<file path="config.mk">
export PLATFORM = sky130hd
export DESIGN_NAME = mem_access
export DESIGN_NICKNAME = d
export VERILOG_FILES = /design/src/rtl/mem_access_pkg.sv /design/src/rtl/mem_access.sv
export SDC_FILE = /design/constraint.sdc
export NUM_CORES = 1
export LEC_CHECK = 0
export ABC_AREA = 1
export CAP_MARGIN = 20
export CORE_MARGIN = 2
export CORE_UTILIZATION = 25
export CTS_CLUSTER_SIZE = 25
export DETAILED_ROUTE_END_ITERATION = 10
export GPL_TIMING_DRIVEN = 0
export SETUP_SLACK_MARGIN = 0.15
export SKIP_CTS_REPAIR_TIMING = 1
export SYNTH_ARGS = -nofsm -noshare
export SYNTH_HDL_FRONTEND = slang
export SYNTH_SLANG_ARGS = --single-unit
</file>
<file path="constraint.sdc">
create_clock -name clk -period 2.4 [get_ports clk]
set_input_delay 0.24 -clock clk [delete_from_list [all_inputs] [get_ports clk]]
set_output_delay 0.24 -clock clk [all_outputs]
set_load 0.02 [all_outputs]
</file>
<file path="src/rtl/mem_access_pkg.sv">
// mem_access_pkg: shared types for the memory stage
package mem_access_pkg;
  typedef enum logic {ST_IDLE, ST_WAIT} state_e;
endpackage

</file>
<file path="src/rtl/mem_access.sv">
// mem_access: RV32I memory stage with req/ack data port, branch resolution and MEM/WB register
module mem_access
  import mem_access_pkg::*;
#(
  parameter int ADDR_W = 32
) (
  input  logic              clk,
  input  logic              reset,
  input  logic [31:0]       i_pipe_TargetAddr,
  input  logic [31:0]       i_pipe_AluResult,
  input  logic              i_pipe_Zero,
  input  logic [31:0]       i_pipe_Reg2Data,
  input  logic [4:0]        i_pipe_RegDst,
  input  logic              i_pipe_MemToReg,
  input  logic              i_pipe_RegWrEn,
  input  logic              i_pipe_MemWrEn,
  input  logic              i_pipe_Branch,
  input  logic              i_pipe_Jump,
  output logic              o_pipe_PCSrc,
  output logic [31:0]       o_pipe_BranchTarget,
  output logic              o_pipe_Stall,
  output logic              o_dmem_Req,
  output logic              o_dmem_WrEn,
  output logic [ADDR_W-1:0] o_dmem_Addr,
  output logic [31:0]       o_dmem_WrData,
  input  logic              i_dmem_Ack,
  input  logic [31:0]       i_dmem_RdData,
  output logic [31:0]       o_pipe_AluResult,
  output logic [31:0]       o_pipe_MemData,
  output logic [4:0]        o_pipe_RegDst,
  output logic              o_pipe_MemToReg,
  output logic              o_pipe_RegWrEn
);
  state_e      state_q;
  logic [31:0] alu_q, wrdata_q;
  logic [4:0]  rd_q;
  logic        m2r_q, rwe_q, mwe_q;
  logic        in_wait, done;
  logic [31:0] s_alu, s_wrdata;
  logic [4:0]  s_rd;
  logic        s_m2r, s_rwe, s_mwe;

  // Request source: live EX/MEM inputs in IDLE, latched copy while waiting
  always_comb begin
    in_wait  = state_q == ST_WAIT;
    s_alu    = in_wait ? alu_q    : i_pipe_AluResult;
    s_wrdata = in_wait ? wrdata_q : i_pipe_Reg2Data;
    s_rd     = in_wait ? rd_q     : i_pipe_RegDst;
    s_m2r    = in_wait ? m2r_q    : i_pipe_MemToReg;
    s_rwe    = in_wait ? rwe_q    : i_pipe_RegWrEn;
    s_mwe    = in_wait ? mwe_q    : i_pipe_MemWrEn;
    o_dmem_Req    = ~reset & (in_wait | i_pipe_MemToReg | i_pipe_MemWrEn);
    o_dmem_WrEn   = s_mwe;
    o_dmem_Addr   = s_alu[ADDR_W-1:0] & ~ADDR_W'(3);
    o_dmem_WrData = s_wrdata;
    o_pipe_Stall  = o_dmem_Req & ~i_dmem_Ack;
    done          = o_dmem_Req & i_dmem_Ack;
    o_pipe_PCSrc        = (i_pipe_Branch & i_pipe_Zero) | i_pipe_Jump;
    o_pipe_BranchTarget = i_pipe_TargetAddr;
  end

  // FSM: latch the request when memory does not ack on the first cycle, release on ack
  always_ff @(posedge clk) begin
    if (reset) begin
      state_q  <= ST_IDLE;
      alu_q    <= '0;
      wrdata_q <= '0;
      rd_q     <= '0;
      m2r_q    <= 1'b0;
      rwe_q    <= 1'b0;
      mwe_q    <= 1'b0;
    end else if (!in_wait && o_dmem_Req && !i_dmem_Ack) begin
      state_q  <= ST_WAIT;
      alu_q    <= i_pipe_AluResult;
      wrdata_q <= i_pipe_Reg2Data;
      rd_q     <= i_pipe_RegDst;
      m2r_q    <= i_pipe_MemToReg;
      rwe_q    <= i_pipe_RegWrEn;
      mwe_q    <= i_pipe_MemWrEn;
    end else if (in_wait && i_dmem_Ack) begin
      state_q <= ST_IDLE;
    end
  end

  // MEM/WB register: bubble while stalled, load data only on a completed load
  always_ff @(posedge clk) begin
    if (reset || o_pipe_Stall) begin
      o_pipe_AluResult <= '0;
      o_pipe_MemData   <= '0;
      o_pipe_RegDst    <= '0;
      o_pipe_MemToReg  <= 1'b0;
      o_pipe_RegWrEn   <= 1'b0;
    end else begin
      o_pipe_AluResult <= s_alu;
      o_pipe_MemData   <= (done && s_m2r && !s_mwe) ? i_dmem_RdData : '0;
      o_pipe_RegDst    <= s_rd;
      o_pipe_MemToReg  <= s_m2r;
      o_pipe_RegWrEn   <= s_rwe;
    end
  end
endmodule
</file>
* Word-level counts from Yosys, hierarchy flattened
Index checks and enable logic that the tools add are counted.
** Word-level totals
- Register bits :: 144
- Bits of input ports :: 142
- Output and inout port bits :: 171
- Logic and storage cells :: 41
** Cells by class
- Muxes and demuxes :: 8
- Bitwise logic cells :: 10
- Reductions and logical operators :: 11
** Operator list (number)
- $mux 32 :: 2
- $logic_and 1x1->1 :: 5
- $mux 1 :: 5
- $mux 5 :: 1
- $and 1x1->1 :: 4
- $logic_not 1->1 :: 3
- $not 1->1 :: 3
- $or 1x1->1 :: 3
- $reduce_bool 2->1 :: 1
- $reduce_or 2->1 :: 1
- $logic_or 1x1->1 :: 1

* Longest topological paths before layout
Gate-level depths: netlist of run 1.
- Word-level depth :: 8
- Depth in mapped cells :: 8
- Gate-level depth less buffers :: 6

* Worst setup path before layout of run 1
Ideal clock, no wire load.
- Path kind :: flip-flop to output port
- Start :: reg state_q, in the netlist in_wait
- End :: out o_dmem_WrData[0]
- Data arrival time :: 1.266 ns
- Required time :: 2.160 ns
- Path slack :: 0.894 ns
- Stages on the path, launching flop included :: 5
- Path buffers :: 3
- Path through :: dfxtp_1 buf_6 buf_2 clkbuf_1 o21ai_0
** Between the ends
- Word-level cells in the longest chain between the ends :: 1
** Ends and longest elaborated chain
- from (decl) :: RTL line mem_access.sv:34 : state_e state_q;
- from (signal assigned) :: RTL line mem_access.sv:65 : state_q <= ST_IDLE;
- from (signal assigned) :: RTL line mem_access.sv:73 : state_q <= ST_WAIT;
- from (signal assigned) :: RTL line mem_access.sv:81 : state_q <= ST_IDLE;
- $mux 32 :: RTL line mem_access.sv:47 : s_wrdata = in_wait ? wrdata_q : i_pipe_Reg2Data;
- to (decl) :: RTL line mem_access.sv:25 : output logic [31:0] o_dmem_WrData,
No other way between the ends.

* Worst setup path in the final report of run 1
- Start :: reg state_q, in the netlist in_wait
- End :: out o_dmem_Addr[5]
** Between the ends
- Word-level cells in the longest chain between the ends :: 1
** Ends and longest elaborated chain
- $mux 32 :: RTL line mem_access.sv:46 : s_alu = in_wait ? alu_q : i_pipe_AluResult;
- to (decl) :: RTL line mem_access.sv:24 : output logic [ADDR_W-1:0] o_dmem_Addr,
No other way between the ends.

==> results by group, run 1 <==
Status
  – Status: finished clean

Pwr
  – Pwr dens: 633.0 nW/um^2
  – Internal power: just over 5 mW
  – Switching power: between 1.5 and 2 mW
  – Sw Ratio: 0.2792
  – Power share of the combinational group: 0.223
  – Largest vdd supply drop: 0.0004148 V
  – Clock share of power: 0.409
  – Sequential group share of total power: 0.368
  – Leak Pwr: 5.986 nW

Clock tree
  – CTS tree: built
  – CTS sink count: 144
  – Root buffer cell: clkbuf_16
  – Clock tree buffer depth: 2
  – Clk_lat worst skew: 440 ps
  – H-tree Lvls: 4
  – Num CTS Buffers: 17
  – Reg clk slew, reported paths: 70 ps

Synthesis
  – Synth Area in Simple Gates: 0.2703
  – Top-count cell post-synth: inv_1
  – Synth cell count leaders: inv_1 (280), nand2_1 (208), nor2_1 (150), dfxtp_1 (144), nand4_1 (71)
  – Post-Synth XOR/XNOR Area: 0
  – Top post-synthesis cells by area: dfxtp_1 (41%), inv_1 (15%), nand2_1 (11%), nor2_1 (8.0%), buf_4 (7.0%)
  – Number of flops mapped to enable cells by yosys: 0
  – Yosys warning count: 0
  – Area share of the largest cell type after synthesis: 0.4119
  – Predominant post-synthesis flop cell: dfxtp_1
  – Register area share after synthesis: 0.4119
  – Flop and latch count out of synthesis: 144
  – Post-synthesis mux area share: 0
  – Main combinational cell family by area after synthesis: simple AND/OR/NAND/NOR gates
  – Mean Syn Cell Area: 6.589 sq um
  – Post-synthesis compound-gate area fraction: 0.05257
  – Post-Synthesis Cells: 1062
  – Area leader, netlist: dfxtp_1
  – Synth async-reset ratio: 0
  – Synth Cell Area: 6998 sq um
  – Cell variety after synth: 23
  – Post-Synth Adder-Cell Area: 0

Layout
  – Final Non-Filler Cells: roughly 1800
  – # nets final: 1501
  – Layout cells sized above 1: 0.1042
  – # diodes: 0
  – Area grow syn2layout: 58.61%
  – Layout Utilization: 0.4006
  – Fill cells: roughly 2900

STA
  – Final worst path period need: 2129 ps
  – Worst Max-Slew Pin Slew: 524.8 ps
  – Setup WS post-layout: 270.5 ps
  – Max-slew violation count: 0
  – Tcrit/Tclk final: 0.8873
  – Total negative slack: 0 ps
  – Final Skew: about 11 ps
  – Finish-stage setup viols: 0
  – Max_slew headroom: 0.6501
  – Max Clk Rate: 469.6 MHz
  – RSZ-0062 raised after global routing: false
  – Hold Fails Final Rpt: 0

Place
  – Placed cells: 1719
  – Port Buf Inserts: about 280
  – RD Place Congestion: about 0.76
  – Dpl ws: -210.3 ps
  – Post-DP HPWL: 16370 microns

Drt
  – Vias per cell: 3.955
  – Routed len/inst: 12.53 microns
  – Vias: 6922
  – Post-Route WL: 21920 microns
  – 1st-pass router iterations: 5
  – Final ANT Viol Nets: 0
  – 1st-iter DRT viols: 279
  – DRC: 0

Die
  – Starting Density: 0.2526
  – Die H: 171.3 microns
  – Row cnt: 61
  – Core area: 27710 sq um
  – Die X: approximately 170 microns
  – # IOs: approximately 310
  – Full die area: 29350 sq um

Worst setup path
  – Setup crit start kind: flop
  – Flop2flop setup slack: around 860 ps
  – Critical Path Source: in_wait
  – Worst-path maximum fanout: 10
  – Worst reg2reg endpoint: rd_q[2]
  – Setup CP Type: reg -> out
  – Crit end category: output pin
  – CP arrival: 1890 ps
  – Reg-to-Reg Start: in_wait
  – Critical Path RT: 2160 ps
  – CP endpoint: o_dmem_Addr[5]
  – Worst-case reg-to-reg path depth: 7

Global route
  – Global-route wire length before repair: 33580 microns
  – All-Layer GR Usage: 0.1488
  – Initial antenna violation count: 0
  – Vias in the first global route: 6414
  – GRT overflow: 0
  – Largest net degree at the start of global routing: 17

Min path
  – HP Class: in -> reg

Run
  – Max cap viols: 0
sequential cells by signal, indices dropped and copies added (netlist names):
name and count:
in_wait 1, rwe_q 1, rd_q 5, wrdata_q 32
o_pipe_MemData 32, o_pipe_MemToReg 1, o_pipe_RegWrEn 1, alu_q 32
o_pipe_RegDst 5, mwe_q 1, m2r_q 1, o_pipe_AluResult 32
layout by cell type, fill, tap and decap left out, types with 2 or more instances in the layout:
cell type        instances
clkinvlp_4               4
buf_2                   22
inv_6                    3
nand4_1                 71
nand2_1                208
dfxtp_1                144
inv_1                  280
conb_1                   2
o21ai_1                  4
buf_4                   65
buf_6                   12
o21ai_0                 58
clkbuf_1                13
nor2_1                 150
clkbuf_16               17
buf_1                    8
bufinv_16                4
clkbuf_4                 3
clkbuf_2                 3
dlymetal6s2s_1          64
a21oi_1                 10
clkdlybuf4s50_1        214
metal layers:
layer  up-vias  GRT usage  part of all wire
li1       3630          -                 -
met1      3061     0.1892              0.45
met2       207     0.2440              0.48
met3        24    0.03474             0.057
met4         0    0.05748             0.016
met5         -          0                 0
worst max-delay path, stage by stage (launching register included):
cell and delay (ps):
dfxtp_1 310, buf_6 140, buf_6 150, clkbuf_4 200, o21ai_0 250, inv_1 70, buf_4 130, dlymetal6s2s_1 200
worst min path at each step:
| stage | slack (ps) | start | depth (start not counted) | endpoint |
|---|---|---|---|---|
| global placement | 440 | mwe_q | 2 | mwe_q |
| global route | 320 | i_dmem_RdData[4] | 3 | o_pipe_MemData[4] |
| CTS | 300 | i_dmem_RdData[4] | 3 | o_pipe_MemData[4] |
| floorplan | 350 | i_dmem_RdData[0] | 2 | o_pipe_MemData[0] |
| finish | 320 | i_dmem_RdData[4] | 3 | o_pipe_MemData[4] |
| detailed placement | 440 | m2r_q | 2 | m2r_q |
area by class of cell:
class,count,area (sq um),area share
buffer,124,842.1,0.07587
clock buffer,20,446.7,0.04024
clock inverter,12,181.4,0.01635
inverter,281,1055,0.09503
multi-input combinational,513,2276,0.2050
sequential,144,2883,0.2597
tap,378,473.0,0.04261
timing repair buffer,278,2943,0.2651
stage by stage:
step | total power [mW] | cell area [sq um] | hold slack (ps)
6_report | 7.026 | 11100 | 323.8
4_1_cts | 7.151 | 10890 | 299.3
3_5_place_dp | 4.228 | 10260 | 439.6
2_1_floorplan | 3.505 | 7002 | 352.2
3_3_place_gp | 4.216 | 10260 | 435.1
5_1_grt | 7.377 | 11100 | 315.7
power by group through the flow:
stage / registers [mW] / clock network (mW) / logic [mW]
finish: 2.58 / 2.87 / 1.57
global route: 2.60 / 3.05 / 1.73
CTS: 2.58 / 2.97 / 1.60
detailed placement: 2.64 / 0 / 1.59
global placement: 2.63 / 0 / 1.58
floorplan: 2.71 / 0 / 0.790
cell families after synthesis:
family,after synthesis
other cells,1
flops,144
simple gates,438
buf+inv,406
compound gates,73
(Power assumes the default switching activity.)
==> run 2: changes to the inputs <==
Settings changed: CORE_UTILIZATION 25 to 40, PLACE_DENSITY from default to 0.77.
==> run 2 against run 1 <==
The run now ends with negative setup slack left. Core utilization grew 23 points. Maximum frequency shrank 16%. Clock-buffer cell count grew 3. Routed wire length shrank 7.0%. Setup slack lost 410 ps. Critical path type unchanged. Critical endpoint is now o_dmem_Addr[23].
==> results by group, run 2 (synthesis results as in run 1) <==
Status
  – Status: finished with violations
  – Failing checks: negative setup slack

Min path
  – HP Class: in -> reg
  – WHS Path Cells: 3 (unchanged)

Clock tree
  – Clock tree buffer depth: 2 (unchanged)
  – Root buffer cell: clkbuf_16
  – Clk_lat worst skew: 410 ps (-30 ps)
  – Reg clk slew, reported paths: 60 ps (about the same)
  – CTS sink count: 144 (unchanged)
  – Num CTS Buffers: 17 (unchanged)
  – H-tree Lvls: 4 (unchanged)
  – CTS tree: built

Global route
  – Initial antenna violation count: 0 (unchanged)
  – Largest net degree at the start of global routing: 17 (unchanged)
  – Met3 layer usage reported by global route: 0.05295 (+0.01820)
  – Grt met2 use: 0.3724 (+0.1284)
  – Vias in the first global route: 6517 (+1.6%)
  – Met1 Track Usage GR: 0.2617 (+0.07252)
  – All-Layer GR Usage: 0.2128 (+0.06394)
  – GR peak layer: met2
  – Global-route wire length before repair: 31330 microns (-6.7%)
  – GRT overflow: 0 (unchanged)

Pwr
  – Total power: 6.858 mW (-2.4%)
  – Pwr dens: 632.2 nW/um^2 (-0.12%)
  – Leak Pwr: 5.897 nW (-1.5%)
  – Largest vdd supply drop: 0.0004620 V (+11%)

STA
  – Tcrit/Tclk final: 1.056 (+0.1691)
  – Max Clk Rate: 394.4 MHz (-16%)
  – Max_slew headroom: 0.5705 (-0.07961)
  – Hold Fails Final Rpt: 0 (unchanged)
  – Finish-stage setup viols: 9 (+9)
  – Total negative slack: -819.8 ps (-819.8 ps)
  – RSZ-0062 raised after global routing: true
  – Final worst path period need: 2535 ps (+405.9 ps)
  – Max-slew violation count: 0 (unchanged)
  – Setup WS post-layout: -135.3 ps (-405.9 ps)
  – Worst Max-Slew Pin Slew: 644.3 ps (+119.4 ps)
  – Final Skew: 9.935 ps (-1.513 ps)

Worst setup path
  – Setup CP Type: reg -> out
  – Critical Path RT: 2160 ps (about the same)
  – Worst-case reg-to-reg path depth: 7 (unchanged)
  – Worst-path maximum fanout: 10 (unchanged)
  – Crit end category: output pin
  – CP arrival: 2300 ps (+410 ps)
  – Setup crit start kind: flop

Run
  – Max cap viols: 0 (unchanged)

Layout
  – # diodes: 0 (unchanged)
  – Most common cell after layout, fill and taps aside: inv_1
  – Area grow syn2layout: 55.02%
  – Fill cells: 1544 (-47%)
  – Most frequent cells in the layout: inv_1 (280), clkdlybuf4s50_1 (223), nand2_1 (208)
  – # nets final: 1501 (unchanged)
  – Layout cells sized above 1: 0.1043 (about the same)

Die
  – Starting Density: 0.4074 (+0.1548)
  – Full die area: 18570 sq um (-37%)
  – Die H: 136.3 microns (-20%)
  – Core area: 17180 sq um (-38%)
  – # IOs: 313 (unchanged)
  – Die X: 136.3 microns (-20%)
  – Row cnt: 48 (-21%)

Place
  – RD Place Congestion: 0.8320 (+9.1%)
  – Dpl ws: -155.8 ps (+54.56 ps)
  – Post-DP HPWL: 14960 microns (-8.6%)
  – Port Buf Inserts: 278 (unchanged)

Drt
  – Final ANT Viol Nets: 0 (unchanged)
  – Routed len/inst: 12.78 microns (+2.0%)
  – 1st-pass router iterations: 6 (+1)
  – Post-Route WL: 20400 microns (-7.0%)
  – 1st-iter DRT viols: 438 (+57%)
  – Vias: 7009 (+1.3%)
  – DRC: 0 (unchanged)
  – Vias per cell: 4.392 (+11%)
## run 2: cell count changes in the layout (fill, tap and decap cells not counted), sizes merged
cell / before / now
clkinvlp: 4 / 3
clkbuf: 37 / 39
buf: 107 / 108
bufinv: 4 / 2
clkdlybuf4s50: 214 / 223
clkinv: 1 / 2
dlymetal6s2s: 64 / 55
inv: 284 / 282
## run 2: cell type report
cell class | count | area, sq um | share of cell area
repair buffers | 278 | 2920 | 0.2692
flip-flops and latches | 144 | 2883 | 0.2657
multi-input cells | 513 | 2276 | 0.2098
inverters | 281 | 1055 | 0.09723
plain buffers | 124 | 823.3 | 0.07589
clock buffers | 23 | 508.0 | 0.04683
well taps | 225 | 281.5 | 0.02595
clock inverters | 8 | 101.3 | 0.009343
## run 2: where the power goes
part	internal (mW)	switching, mW
Combinational	0.751	0.814
Sequential	2.54	0.0482
Clock	1.69	1.01
Total	4.98	1.88
## run 2: per-stage QoR
step | hold slack [ps] | cell area (sq um) | utilization | std cells
after floorplan | 352.2 | 7002 | - | 1063
after global placement | 437.0 | 10070 | 0.5860 | 1566
after detailed placement | 443.6 | 10070 | 0.5860 | 1566
after CTS | 332.2 | 10680 | 0.6215 | 1597
after global routing | 347.4 | 10850 | 0.6316 | 1596
final | 346.7 | 10850 | 0.6316 | 1596
## run 2: worst paths after layout
check / slack (ps) / startpoint / end
setup / recovery: -140 / in_wait / o_dmem_Addr[23]
hold / removal: 350 / i_dmem_RdData[2] / o_pipe_MemData[2]
setup reg to reg: 810 / in_wait / rd_q[0]
hold reg to reg: 450 / mwe_q / mwe_q
## run 2: routing by layer
| metal | up-vias | wire length, microns |
|---|---|---|
| met5 | - | 0 |
| met4 | 0 | 210 |
| met3 | 19 | 1415 |
| met2 | 259 | 9945 |
| met1 | 3112 | 8822 |
| li1 | 3619 | - |
## run 2: critical path, cell delays in order, from the launching register on
cell,delay [ps]
dfxtp_1,320
buf_6,150
clkbuf_1,390
o21ai_0,240
inv_1,90
buf_4,100
clkdlybuf4s50_1,600
==> run 3: changes to the inputs <==
Settings changed: CTS_CLUSTER_DIAMETER from default to 120, SKIP_CTS_REPAIR_TIMING 1 to default.
==> run 3 against run 2 <==
Die area is the same. First-iteration DRC count rose by 1.8%. Global-route usage about the same. Total power down 0.69%. The run now ends clean. Via count fell by 0.61%. Critical path depth up 1. Design area down 1.6%.
==> results by group, run 3 (synthesis results as in run 1) <==
Status
  – Status: finished clean

Clock tree
  – CTS sink count: 144 (unchanged)
  – H-tree Lvls: 4 (unchanged)
  – Clk_lat worst skew: 410 ps (about the same)
  – CTS tree: built
  – Clock tree buffer depth: 2 (unchanged)
  – Cts-stage hold buffer count: 0
  – Root buffer cell: clkbuf_16
  – Reg clk slew, reported paths: 60 ps (about the same)
  – Num CTS Buffers: 17 (unchanged)

STA
  – Final Skew: 9.826 ps (-0.1094 ps)
  – Max_slew headroom: 0.5778 (+0.007351)
  – Total negative slack: 0 ps (+819.8 ps)
  – RSZ-0062 raised after global routing: true
  – Tcrit/Tclk final: 0.8888 (-0.1676)
  – Final worst path period need: 2133 ps (-402.2 ps)
  – Finish-stage setup viols: 0 (-9)
  – Worst Max-Slew Pin Slew: 633.2 ps (-11.03 ps)
  – Hold Fails Final Rpt: 0 (unchanged)
  – Max Clk Rate: 468.8 MHz (+19%)
  – Max-slew violation count: 0 (unchanged)

Global route
  – All-Layer GR Usage: 0.2128 (about the same)
  – Vias in the first global route: 6497 (-0.31%)
  – Initial antenna violation count: 0 (unchanged)
  – Largest net degree at the start of global routing: 20 (+3)
  – GRT overflow: 0 (unchanged)
  – Global-route wire length before repair: 31350 microns (about the same)

Drt
  – Vias: 6966 (-0.61%)
  – Final ANT Viol Nets: 0 (unchanged)
  – DRC: 0 (unchanged)
  – 1st-iter DRT viols: 446 (+1.8%)
  – Post-Route WL: 20230 microns (-0.82%)
  – 1st-pass router iterations: 6 (unchanged)
  – Vias per cell: 4.362 (-0.68%)
  – Routed len/inst: 12.67 microns (-0.88%)

Layout
  – Most common cell after layout, fill and taps aside: inv_1
  – # nets final: 1502 (+0.067%)
  – Area of the multi-input gates: 2280 sq um (+0.17%)
  – Layout cells sized above 1: 0.1064 (+0.002111)
  – # diodes: 0 (unchanged)
  – Most frequent cells in the layout: inv_1 (280), clkdlybuf4s50_1 (214), nand2_1 (208)
  – Area grow syn2layout: 52.53%
  – Fill cells: 1595 (+3.3%)
  – Register area: 2883 sq um (unchanged)

Worst setup path
  – Slowest-stage cell, CP: dlygate4sd2_1
  – Crit end category: output pin
  – Setup CP Type: reg -> out
  – Crit-path max cell delay: 310 ps (-290 ps)
  – Worst-path maximum fanout: 10 (unchanged)
  – Crit path top cell by count: buf_4
  – Crit path cell chain: buf_6 -> buf_8 -> buf_4 -> o21ai_0 -> inv_1 -> buf_4 -> dlygate4sd2_1
  – CP arrival: 1890 ps (-410 ps)
  – Critical Path RT: 2160 ps (about the same)
  – Setup crit start kind: flop

Die
  – Core area: 17180 sq um (unchanged)
  – Die X: 136.3 microns (unchanged)
  – Full die area: 18570 sq um (unchanged)
  – Starting Density: 0.4074 (unchanged)
  – Row cnt: 48 (unchanged)
  – # IOs: 313 (unchanged)
  – Die H: 136.3 microns (unchanged)

Pwr
  – Power share of the combinational group: 0.223 (-0.005)
  – Leak Pwr: 5.479 nW (-7.1%)
  – Sw Ratio: 0.2747 (+0.001321)
  – Clock share of power: 0.397 (+0.002)
  – Sequential group share of total power: 0.380 (+0.003)
  – Largest vdd supply drop: 0.0004609 V (-0.24%)
  – Switching power: 1.871 mW (-0.21%)
  – Total power: 6.811 mW (-0.69%)
  – Internal power: 4.940 mW (-0.87%)
  – Pwr dens: 638.1 nW/um^2 (+0.93%)

Place
  – Port Buf Inserts: 278 (unchanged)
  – Post-DP HPWL: 14960 microns (unchanged)
  – RD Place Congestion: 0.8320 (unchanged)

Run
  – Max cap viols: 0 (unchanged)

Min path
  – HP Class: in -> reg
[run 3: cell count changes in the layout (fill, tap and decap cells not counted)]
| cell | change |
|---|---|
| dlygate4sd2_1 | +62 |
| dlymetal6s2s_1 | -53 |
| clkdlybuf4s50_1 | -9 |
| buf_2 | -5 |
| clkbuf_2 | +4 |
| buf_6 | +3 |
| buf_8 | +1 |
| clkbuf_1 | -1 |
| clkbuf_4 | -1 |
| o21ai_1 | -1 |
| o21ai_2 | +1 |
[run 3: layout make-up]
class | instances | area share
Tap cell | 225 | 0.02637
Multi-Input combinational cell | 513 | 0.2136
Buffer | 124 | 0.07947
Inverter | 281 | 0.09882
Sequential cell | 144 | 0.2701
Clock inverter | 8 | 0.009495
Timing Repair Buffer | 279 | 0.2546
Clock buffer | 23 | 0.04759
[run 3: power by group through the flow]
stage	combinational, mW	clock [mW]	sequential [mW]
6_report	1.52	2.70	2.59
5_1_grt	1.67	2.85	2.60
4_1_cts	1.53	2.75	2.59
3_5_place_dp	1.57	0	2.64
3_3_place_gp	1.55	0	2.63
2_1_floorplan	0.790	0	2.71
[run 3: repair_timing]
action | CTS | global route
setup buffers | 0 | 1
resized for setup | 85 | 10
pin swaps | 0 | 0
setup endpoints to repair | 63 | 40
[run 3: through the flow]
step	hold WS (ps)	cells	util	instance area [sq um]	setup slack (ps)
after floorplan	352.2	1063	-	7002	894.0
after global routing	347.7	1597	0.6214	10670	149.1
after global placement	437.0	1566	0.5860	10070	-134.6
after detailed placement	443.6	1566	0.5860	10070	-155.8
final	347.5	1597	0.6214	10670	266.9
after CTS	332.2	1596	0.6194	10640	141.5
[run 3: per-layer routing]
metal  share of wire  wire length [microns]  global-route usage  vias up
met5               0                      0                   0        -
met4          0.0092                    187             0.05035        0
met3           0.069                   1387             0.05369       16
met2            0.49                   9821              0.3727      234
met1            0.44                   8832              0.2615     3093
li1                -                      -                   -     3623
[run 3: final timing paths]
check,from,end,slack (ps),depth (start not counted)
worst max-delay path,in_wait,o_dmem_Addr[6],270,7
worst min-delay path,i_dmem_RdData[2],o_pipe_MemData[2],350,3
worst max register to register,in_wait,rd_q[0],820,7
worst min register to register,mwe_q,mwe_q,450,2
[run 3: worst max-delay path, delay by kind of cell (launching register included)]
kind,cells,cell delay (ps)
flops,1,300
compound gates,1,210
buf+inv,6,980
